<file path="src/rtl/trap_controller_pkg.sv">
// -----------------------------------------------------------------------------
// trap_controller_pkg
//   Shared RISC-V trap types for the trap controller: privilege modes,
//   exception and interrupt codes, the trap FSM state, the mtvec mode
//   encodings, the registered trap request record and the fixed interrupt
//   priority order.
//   Configuration macro used by the importing RTL: RAFI_TRAP_VECTORED_EN.
// -----------------------------------------------------------------------------
package trap_controller_pkg;

    localparam int RV_XLEN    = 32;
    localparam int RV_INT_NUM = 12;

    typedef enum logic [1:0] {
        Privilege_User       = 2'b00,
        Privilege_Supervisor = 2'b01,
        Privilege_Reserved   = 2'b10,
        Privilege_Machine    = 2'b11
    } Privilege;

    typedef enum logic [3:0] {
        ExceptionCode_InsnAddrMisaligned  = 4'd0,
        ExceptionCode_InsnAccessFault     = 4'd1,
        ExceptionCode_IllegalInsn         = 4'd2,
        ExceptionCode_Breakpoint          = 4'd3,
        ExceptionCode_LoadAddrMisaligned  = 4'd4,
        ExceptionCode_LoadAccessFault     = 4'd5,
        ExceptionCode_StoreAddrMisaligned = 4'd6,
        ExceptionCode_StoreAccessFault    = 4'd7,
        ExceptionCode_EnvCallFromU        = 4'd8,
        ExceptionCode_EnvCallFromS        = 4'd9,
        ExceptionCode_EnvCallFromM        = 4'd11,
        ExceptionCode_InsnPageFault       = 4'd12,
        ExceptionCode_LoadPageFault       = 4'd13,
        ExceptionCode_StorePageFault      = 4'd15
    } ExceptionCode;

    typedef enum logic [3:0] {
        InterruptCode_UserSoftware       = 4'd0,
        InterruptCode_SupervisorSoftware = 4'd1,
        InterruptCode_MachineSoftware    = 4'd3,
        InterruptCode_UserTimer          = 4'd4,
        InterruptCode_SupervisorTimer    = 4'd5,
        InterruptCode_MachineTimer       = 4'd7,
        InterruptCode_UserExternal       = 4'd8,
        InterruptCode_SupervisorExternal = 4'd9,
        InterruptCode_MachineExternal    = 4'd11
    } InterruptCode;

    typedef enum logic [1:0] {
        IDLE    = 2'd0,
        CAPTURE = 2'd1,
        REQUEST = 2'd2
    } TrapState;

    localparam logic [1:0] MTVEC_MODE_DIRECT   = 2'b00;
    localparam logic [1:0] MTVEC_MODE_VECTORED = 2'b01;

    // Trap decision frozen when leaving IDLE; later mip/mie changes cannot touch it.
    typedef struct packed {
        logic                isInterrupt;
        logic [3:0]          code;
        logic [RV_XLEN-1:0]  epc;
        logic [RV_XLEN-1:0]  tval;
    } trap_req_t;

    // Highest priority first.
    localparam InterruptCode INT_PRIORITY [9] = '{
        InterruptCode_MachineExternal,
        InterruptCode_MachineSoftware,
        InterruptCode_MachineTimer,
        InterruptCode_SupervisorExternal,
        InterruptCode_SupervisorSoftware,
        InterruptCode_SupervisorTimer,
        InterruptCode_UserExternal,
        InterruptCode_UserSoftware,
        InterruptCode_UserTimer
    };

endpackage

</file>
<file path="src/rtl/trap_controller_interrupt_priority_encoder.sv">
// -----------------------------------------------------------------------------
// interrupt_priority_encoder
//   Combinational: masks pending interrupts with their enables and returns
//   the highest-priority interrupt code (MEI > MSI > MTI > SEI > SSI > STI >
//   UEI > USI > UTI). Reserved bit positions never produce a request.
//   Ports:
//     i_mip    [INT_NUM]  pending interrupt vector
//     i_mie    [INT_NUM]  interrupt enable vector
//     o_valid            at least one enabled, pending interrupt
//     o_code             InterruptCode of the winner (USI when none)
// -----------------------------------------------------------------------------
module interrupt_priority_encoder
    import trap_controller_pkg::*;
#(
    parameter int INT_NUM = RV_INT_NUM
) (
    input  logic [INT_NUM-1:0] i_mip,
    input  logic [INT_NUM-1:0] i_mie,
    output logic               o_valid,
    output InterruptCode       o_code
);

    logic [INT_NUM-1:0] w_pending;

    assign w_pending = i_mip & i_mie;

    // Walk from lowest to highest priority so the last hit is the winner.
    always_comb begin
        // NOTE: outputs get defaults before the loop so no path leaves them unassigned (no latch).
        o_valid = 1'b0;
        o_code  = InterruptCode_UserSoftware;
        for (int i = 8; i >= 0; i--) begin
            if (w_pending[INT_PRIORITY[i]]) begin
                o_valid = 1'b1;
                o_code  = INT_PRIORITY[i];
            end
        end
    end

endmodule

</file>
<file path="src/rtl/trap_controller.sv">
// -----------------------------------------------------------------------------
// trap_controller
//   Turns a committed exception or an eligible interrupt into a single
//   trap-entry request for the CSR file and fetch redirect: chooses the
//   cause, builds mcause/mepc/mtval and the handler PC from mtvec.
//   Flow: IDLE -> CAPTURE (1 cycle, excAck pulse for exceptions) ->
//   REQUEST (trapValid held until trapReady) -> IDLE.
//   Configuration macro: RAFI_TRAP_VECTORED_EN -- when defined, mtvec mode
//   01 sends interrupts to base + 4*code; otherwise every trap uses base.
//   Ports:
//     clk, rstN                       clock, async active-low reset
//     excValid/excCode/excPc/excTval  exception report (held until excAck)
//     excAck                          one-cycle capture pulse
//     mip, mie, mstatusMie, priv      interrupt state from the CSR file
//     mtvec                           trap vector base and mode
//     trapValid/trapReady             trap-entry handshake
//     trapPc/trapCause/trapEpc/trapTval  handler PC, mcause, mepc, mtval
//     busy                            high outside IDLE; commit must stall
// -----------------------------------------------------------------------------
module trap_controller
    import trap_controller_pkg::*;
#(
    parameter int XLEN    = RV_XLEN,
    parameter int INT_NUM = RV_INT_NUM
) (
    input  logic               clk,
    input  logic               rstN,
    input  logic               excValid,
    input  logic [3:0]         excCode,
    input  logic [XLEN-1:0]    excPc,
    input  logic [XLEN-1:0]    excTval,
    output logic               excAck,
    input  logic [INT_NUM-1:0] mip,
    input  logic [INT_NUM-1:0] mie,
    input  logic               mstatusMie,
    input  logic [1:0]         priv,
    input  logic [XLEN-1:0]    mtvec,
    output logic               trapValid,
    input  logic               trapReady,
    output logic [XLEN-1:0]    trapPc,
    output logic [XLEN-1:0]    trapCause,
    output logic [XLEN-1:0]    trapEpc,
    output logic [XLEN-1:0]    trapTval,
    output logic               busy
);

    TrapState          r_state;
    trap_req_t         r_req;
    logic              r_exc_ack;
    logic              r_trap_valid;
    logic              r_busy;
    logic [XLEN-1:0]   r_trap_pc;
    logic [XLEN-1:0]   r_trap_cause;
    logic [XLEN-1:0]   r_trap_epc;
    logic [XLEN-1:0]   r_trap_tval;

    logic              w_int_valid;
    InterruptCode      w_int_code;
    logic              w_int_enabled;
    logic              w_int_take;
    logic [XLEN-1:0]   w_base;
    logic [XLEN-1:0]   w_trap_pc;

    interrupt_priority_encoder #(
        .INT_NUM (INT_NUM)
    ) u_int_enc (
        .i_mip   (mip),
        .i_mie   (mie),
        .o_valid (w_int_valid),
        .o_code  (w_int_code)
    );

    // Below machine mode interrupts are always taken; in M-mode mstatus.MIE gates them.
    assign w_int_enabled = (priv != Privilege_Machine) || mstatusMie;
    assign w_int_take    = w_int_valid && w_int_enabled;

    assign w_base = {mtvec[XLEN-1:2], 2'b00};

`ifdef RAFI_TRAP_VECTORED_EN
    // Reserved modes 10/11 fall through to direct.
    assign w_trap_pc = (r_req.isInterrupt && (mtvec[1:0] == MTVEC_MODE_VECTORED))
                     ? w_base + {{(XLEN-6){1'b0}}, r_req.code, 2'b00}
                     : w_base;
`else
    logic w_unused_mode;
    assign w_unused_mode = ^mtvec[1:0];
    assign w_trap_pc     = w_base;
`endif

    always_ff @(posedge clk or negedge rstN) begin
        if (!rstN) begin
            r_state      <= IDLE;
            r_req        <= '0;
            r_exc_ack    <= 1'b0;
            r_trap_valid <= 1'b0;
            r_busy       <= 1'b0;
            r_trap_pc    <= '0;
            r_trap_cause <= '0;
            r_trap_epc   <= '0;
            r_trap_tval  <= '0;
        end else begin
            // NOTE: sequential state uses non-blocking assignments; this default makes excAck a single-cycle pulse.
            r_exc_ack <= 1'b0;
            case (r_state)
                IDLE: begin
                    // An exception outranks an interrupt arriving in the same cycle.
                    if (excValid) begin
                        r_req.isInterrupt <= 1'b0;
                        r_req.code        <= excCode;
                        r_req.epc         <= {excPc[XLEN-1:2], 2'b00};
                        r_req.tval        <= excTval;
                        r_exc_ack         <= 1'b1;
                        r_busy            <= 1'b1;
                        r_state           <= CAPTURE;
                    end else if (w_int_take) begin
                        r_req.isInterrupt <= 1'b1;
                        r_req.code        <= w_int_code;
                        r_req.epc         <= {excPc[XLEN-1:2], 2'b00};
                        r_req.tval        <= '0;
                        r_busy            <= 1'b1;
                        r_state           <= CAPTURE;
                    end
                end
                CAPTURE: begin
                    r_trap_pc    <= w_trap_pc;
                    r_trap_cause <= {r_req.isInterrupt, {(XLEN-5){1'b0}}, r_req.code};
                    r_trap_epc   <= r_req.epc;
                    r_trap_tval  <= r_req.tval;
                    r_trap_valid <= 1'b1;
                    r_state      <= REQUEST;
                end
                REQUEST: begin
                    if (trapReady) begin
                        r_trap_valid <= 1'b0;
                        r_busy       <= 1'b0;
                        r_state      <= IDLE;
                    end
                end
                default: begin
                    r_trap_valid <= 1'b0;
                    r_busy       <= 1'b0;
                    r_state      <= IDLE;
                end
            endcase
        end
    end

    assign excAck    = r_exc_ack;
    assign trapValid = r_trap_valid;
    assign busy      = r_busy;
    assign trapPc    = r_trap_pc;
    assign trapCause = r_trap_cause;
    assign trapEpc   = r_trap_epc;
    assign trapTval  = r_trap_tval;

endmodule

</file>
<file path="config.mk">
export PLATFORM = sky130hd
export DESIGN_NAME = trap_controller
export DESIGN_NICKNAME = d
export VERILOG_FILES = /design/src/rtl/trap_controller_pkg.sv /design/src/rtl/trap_controller_interrupt_priority_encoder.sv /design/src/rtl/trap_controller.sv
export SDC_FILE = /design/constraint.sdc
export NUM_CORES = 1
export LEC_CHECK = 0
export CORE_MARGIN = 1
export CORE_UTILIZATION = 47
export DETAILED_ROUTE_END_ITERATION = 10
export PLACE_DENSITY_LB_ADDON = 0.15
export SYNTH_ARGS = -nofsm -noshare
export SYNTH_HDL_FRONTEND = slang
export SYNTH_SLANG_ARGS = --single-unit
</file>
<file path="constraint.sdc">
create_clock -name clk -period 3.9 [get_ports clk]
set_clock_uncertainty 0.15 [all_clocks]
set_input_delay 0.78 -clock clk [delete_from_list [all_inputs] [get_ports clk]]
set_output_delay 0.78 -clock clk [all_outputs]
set_load 0.02 [all_outputs]
</file>
==> results.yml <==
setup_path:
  cp.required_ps: 4040
  delay_of_the_slowest_cell_on_the_worst_path_ps: 760
  cp-end-kind: "flop"
  crit_path_cell_trace: "clkdlybuf4s50_1 > o21a_1 > o31ai_4 > inv_2 > mux2_2"
  critical_path.max_fanout: 35
  critical-path-slowest-cell: "sky130_fd_sc_hd__inv_2"
  worst_setup_path_startpoint: "excValid"
  regToRegStartpoint: "r_state[1]"
  start_kind: "primary input"
  r2r_end: "r_req[63]"
  criticalPathCategory: "primary input to flop"
  reg2reg_depth: 5
  timing.critical_path.arrival_ps: 2970
  worst_setup_slack_for_register_to_register_paths_ps: 1480
  critical_path.endpoint: "r_req[63]"
sta:
  timing_worst_slew_pin_value_ps: 1060
  timing.max_slew.rel_slack: 0.292
  setup_repair_after_global_routing_missed_its_margin: "no"
  timing_max_transition_violations_final: 0
  final_worst_path_period_share: 0.726
  holdWs_ps: 272
  timing.final.hold_violations: 0
  achievable-frequency_mhz: 353
  finalSetupViolations: 0
  tns_ps: 0
  finalWorstPathRequiredPeriod_ps: 2830
logic_synthesis:
  yosys_register_bits: 169
  netlist.top_cell.by_area: "sky130_fd_sc_hd__dfrtp_1"
  synth_fa_ha_area_frac: 0
  synthesis.yosys.warnings: 0
  synth_cell_types: 31
  yosys-mux-area-fraction: 0.235
  ys_async_sr_fraction: 1.00
  xor_xnor_share_of_the_synthesized_area: 0
  synth.cell_area_sq_um: 6730
  synth_compound_area_frac: 0.0714
  area_fraction_of_the_dominant_cell_type_after_synthesis: 0.629
  synth_top_family_by_area: "multiplexers"
  synthSimpleGateAreaFrac: 0.0115
  synth-edff-count: 0
  post_synth_inst_count: 426
  synth_top_flop_cell: "sky130_fd_sc_hd__dfrtp_1"
  synthTopCellsByArea: "sky130_fd_sc_hd__dfrtp_1 (63%), sky130_fd_sc_hd__mux2_2 (17%), sky130_fd_sc_hd__mux2_4 (6.3%)"
  synth_sequential_area_ratio: 0.629
  syn_area_per_cell_sq_um: 15.8
clock_tree:
  cts_root_buf: "sky130_fd_sc_hd__clkbuf_16"
  htree_depth: 4
  tritoncts_sinks: 169
  cts.clk_slew.worst_paths_ps: 60
  clk_latency_ps: 410
  cts_max_path_buffers: 2
  inserted_clock_buffers: 17
  cts_resized: 0
  postCtsSetupRepairBufs: 0
  cts_hold_buf: 0
  cts_tree: "yes"
placement:
  place_congestion: 0.760
  post_dp_cell_area_sq_um: 9000
  numPortBuffers: 220
  place.detailed.hpwl_microns: 9910
cells_and_area:
  area.growth.synth_to_final_pct: 42.3
  final_layout_size_suffix_gt1_frac: 0.259
  final_net_count: 779
  antenna_cells: 0
  final_design_area_no_fill_sq_um: 9570
  most-common-layout-cells: "sky130_fd_sc_hd__clkdlybuf4s50_1 (219), sky130_fd_sc_hd__dfrtp_1 (169), sky130_fd_sc_hd__mux2_2 (103)"
  leading_cell_type_in_the_layout_fill_and_taps_excluded: "sky130_fd_sc_hd__clkdlybuf4s50_1"
die:
  floorplan.initialDensity: 0.483
  die_x_microns: 122
  std_cell_rows: 43
  die_area_sq_um: 14800
  core-area_sq_um: 13900
  top_level_ports: 262
  chipHeight_microns: 122
grt:
  grt_pass1_vias: 4317
  grt_start_max_net_pins: 91
  grt_first_pass_wirelength_microns: 22500
  antenna_found_initial: 0
  global_route.overflow_total: 0
  groute.usage.overall: 0.203
drt:
  wire_length_after_detailed_routing_microns: 14500
  wire_per_inst_microns: 17.3
  drt-initial-drc-count: 172
  detail-route-antenna-nets: 0
  vias_per_cell: 5.03
  dr_total_vias: 4224
  drc_errors: 0
  detail_route.first_pass.iterations: 4
power_and_ir_drop:
  worst_ir_drop_vdd_mv: 0.428
  report.power.total_w: 0.00833
  cellPowerDensity_nw_per_um2: 870
  leakage_power_of_the_design_nw: 4.19
job:
  maxCapViolCount: 0
status:
  result_of_the_run: "complete, no violations"
hold_path:
  min_path_type: "primary input to asynchronous set/reset pin"
power breakdown:
group | leakage, nW | internal, W | switching (W) | total [W]
logic | 1.86 | 0.00205 | 0.00166 | 0.00370
clock network | 0.272 | 0.000989 | 0.000637 | 0.00163
registers | 2.06 | 0.00258 | 0.000420 | 0.00300
kinds of logic after synthesis:
kind of cell           after synthesis
flip-flops                         169
AND/OR/NAND/NOR                     14
other                                1
buffers and inverters               55
AO/OA/AOI/OAI                       56
multiplexers                       131
worst min path at each step:
stage / from / to / slack [ps] / depth (start not counted)
floorplan: r_req[23] / r_req[23] / 310 / 1
global placement: trapValid / trapValid / 310 / 1
detailed placement: trapValid / trapValid / 320 / 1
CTS: rstN / trapEpc[8] / 280 / 1
global route: rstN / trapEpc[8] / 320 / 1
finish: rstN / trapEpc[8] / 270 / 1
flip-flops by register name, summed over array words and instances (netlist names):
register	cells
trapCause	5
r_state	2
trapPc	30
trapTval	32
busy	1
r_req	67
trapValid	1
trapEpc	30
excAck	1
worst max-delay path: cells and delay by family:
family                 cells  cell delay, ps
buffers and inverters      2            1420
AO/OA/AOI/OAI              2             300
multiplexers               1             430
per-stage QoR:
step,utilization,setup WS [ps],std cells
after global placement,0.646,650,809
after detailed placement,0.646,577,809
after global routing,0.687,1000,840
final,0.687,1070,840
after floorplan,-,1600,456
after CTS,0.687,1030,840
synth_stat cells (all sizes together) (2+ instances only):
cell type,n
clkbuf,11
nor2b,2
o21a,3
inv,3
a222oi,2
dfrtp,169
a22oi,5
nand2,5
nor2,2
a22o,33
mux2,131
buf,41
a21oi,3
o31ai,3
o21ai,2
nand3b,2
final cells by class:
type	instances	area [sq um]
Fill cell	983	4360
Clock inverter	7	92.6
Multi-Input combinational cell	232	2270
Timing Repair Buffer	225	2270
Tap cell	180	225
Sequential cell	169	4230
Clock buffer	24	482
Inverter	3	11.3
per-layer routing:
layer / up-vias / GRT usage / share of wire
met4: 0 / 0.0671 / 0.0098
met2: 166 / 0.334 / 0.49
met5: - / 0 / 0
li1: 1917 / - / -
met3: 12 / 0.0730 / 0.077
met1: 2129 / 0.249 / 0.42
(Power assumes the default switching activity.)
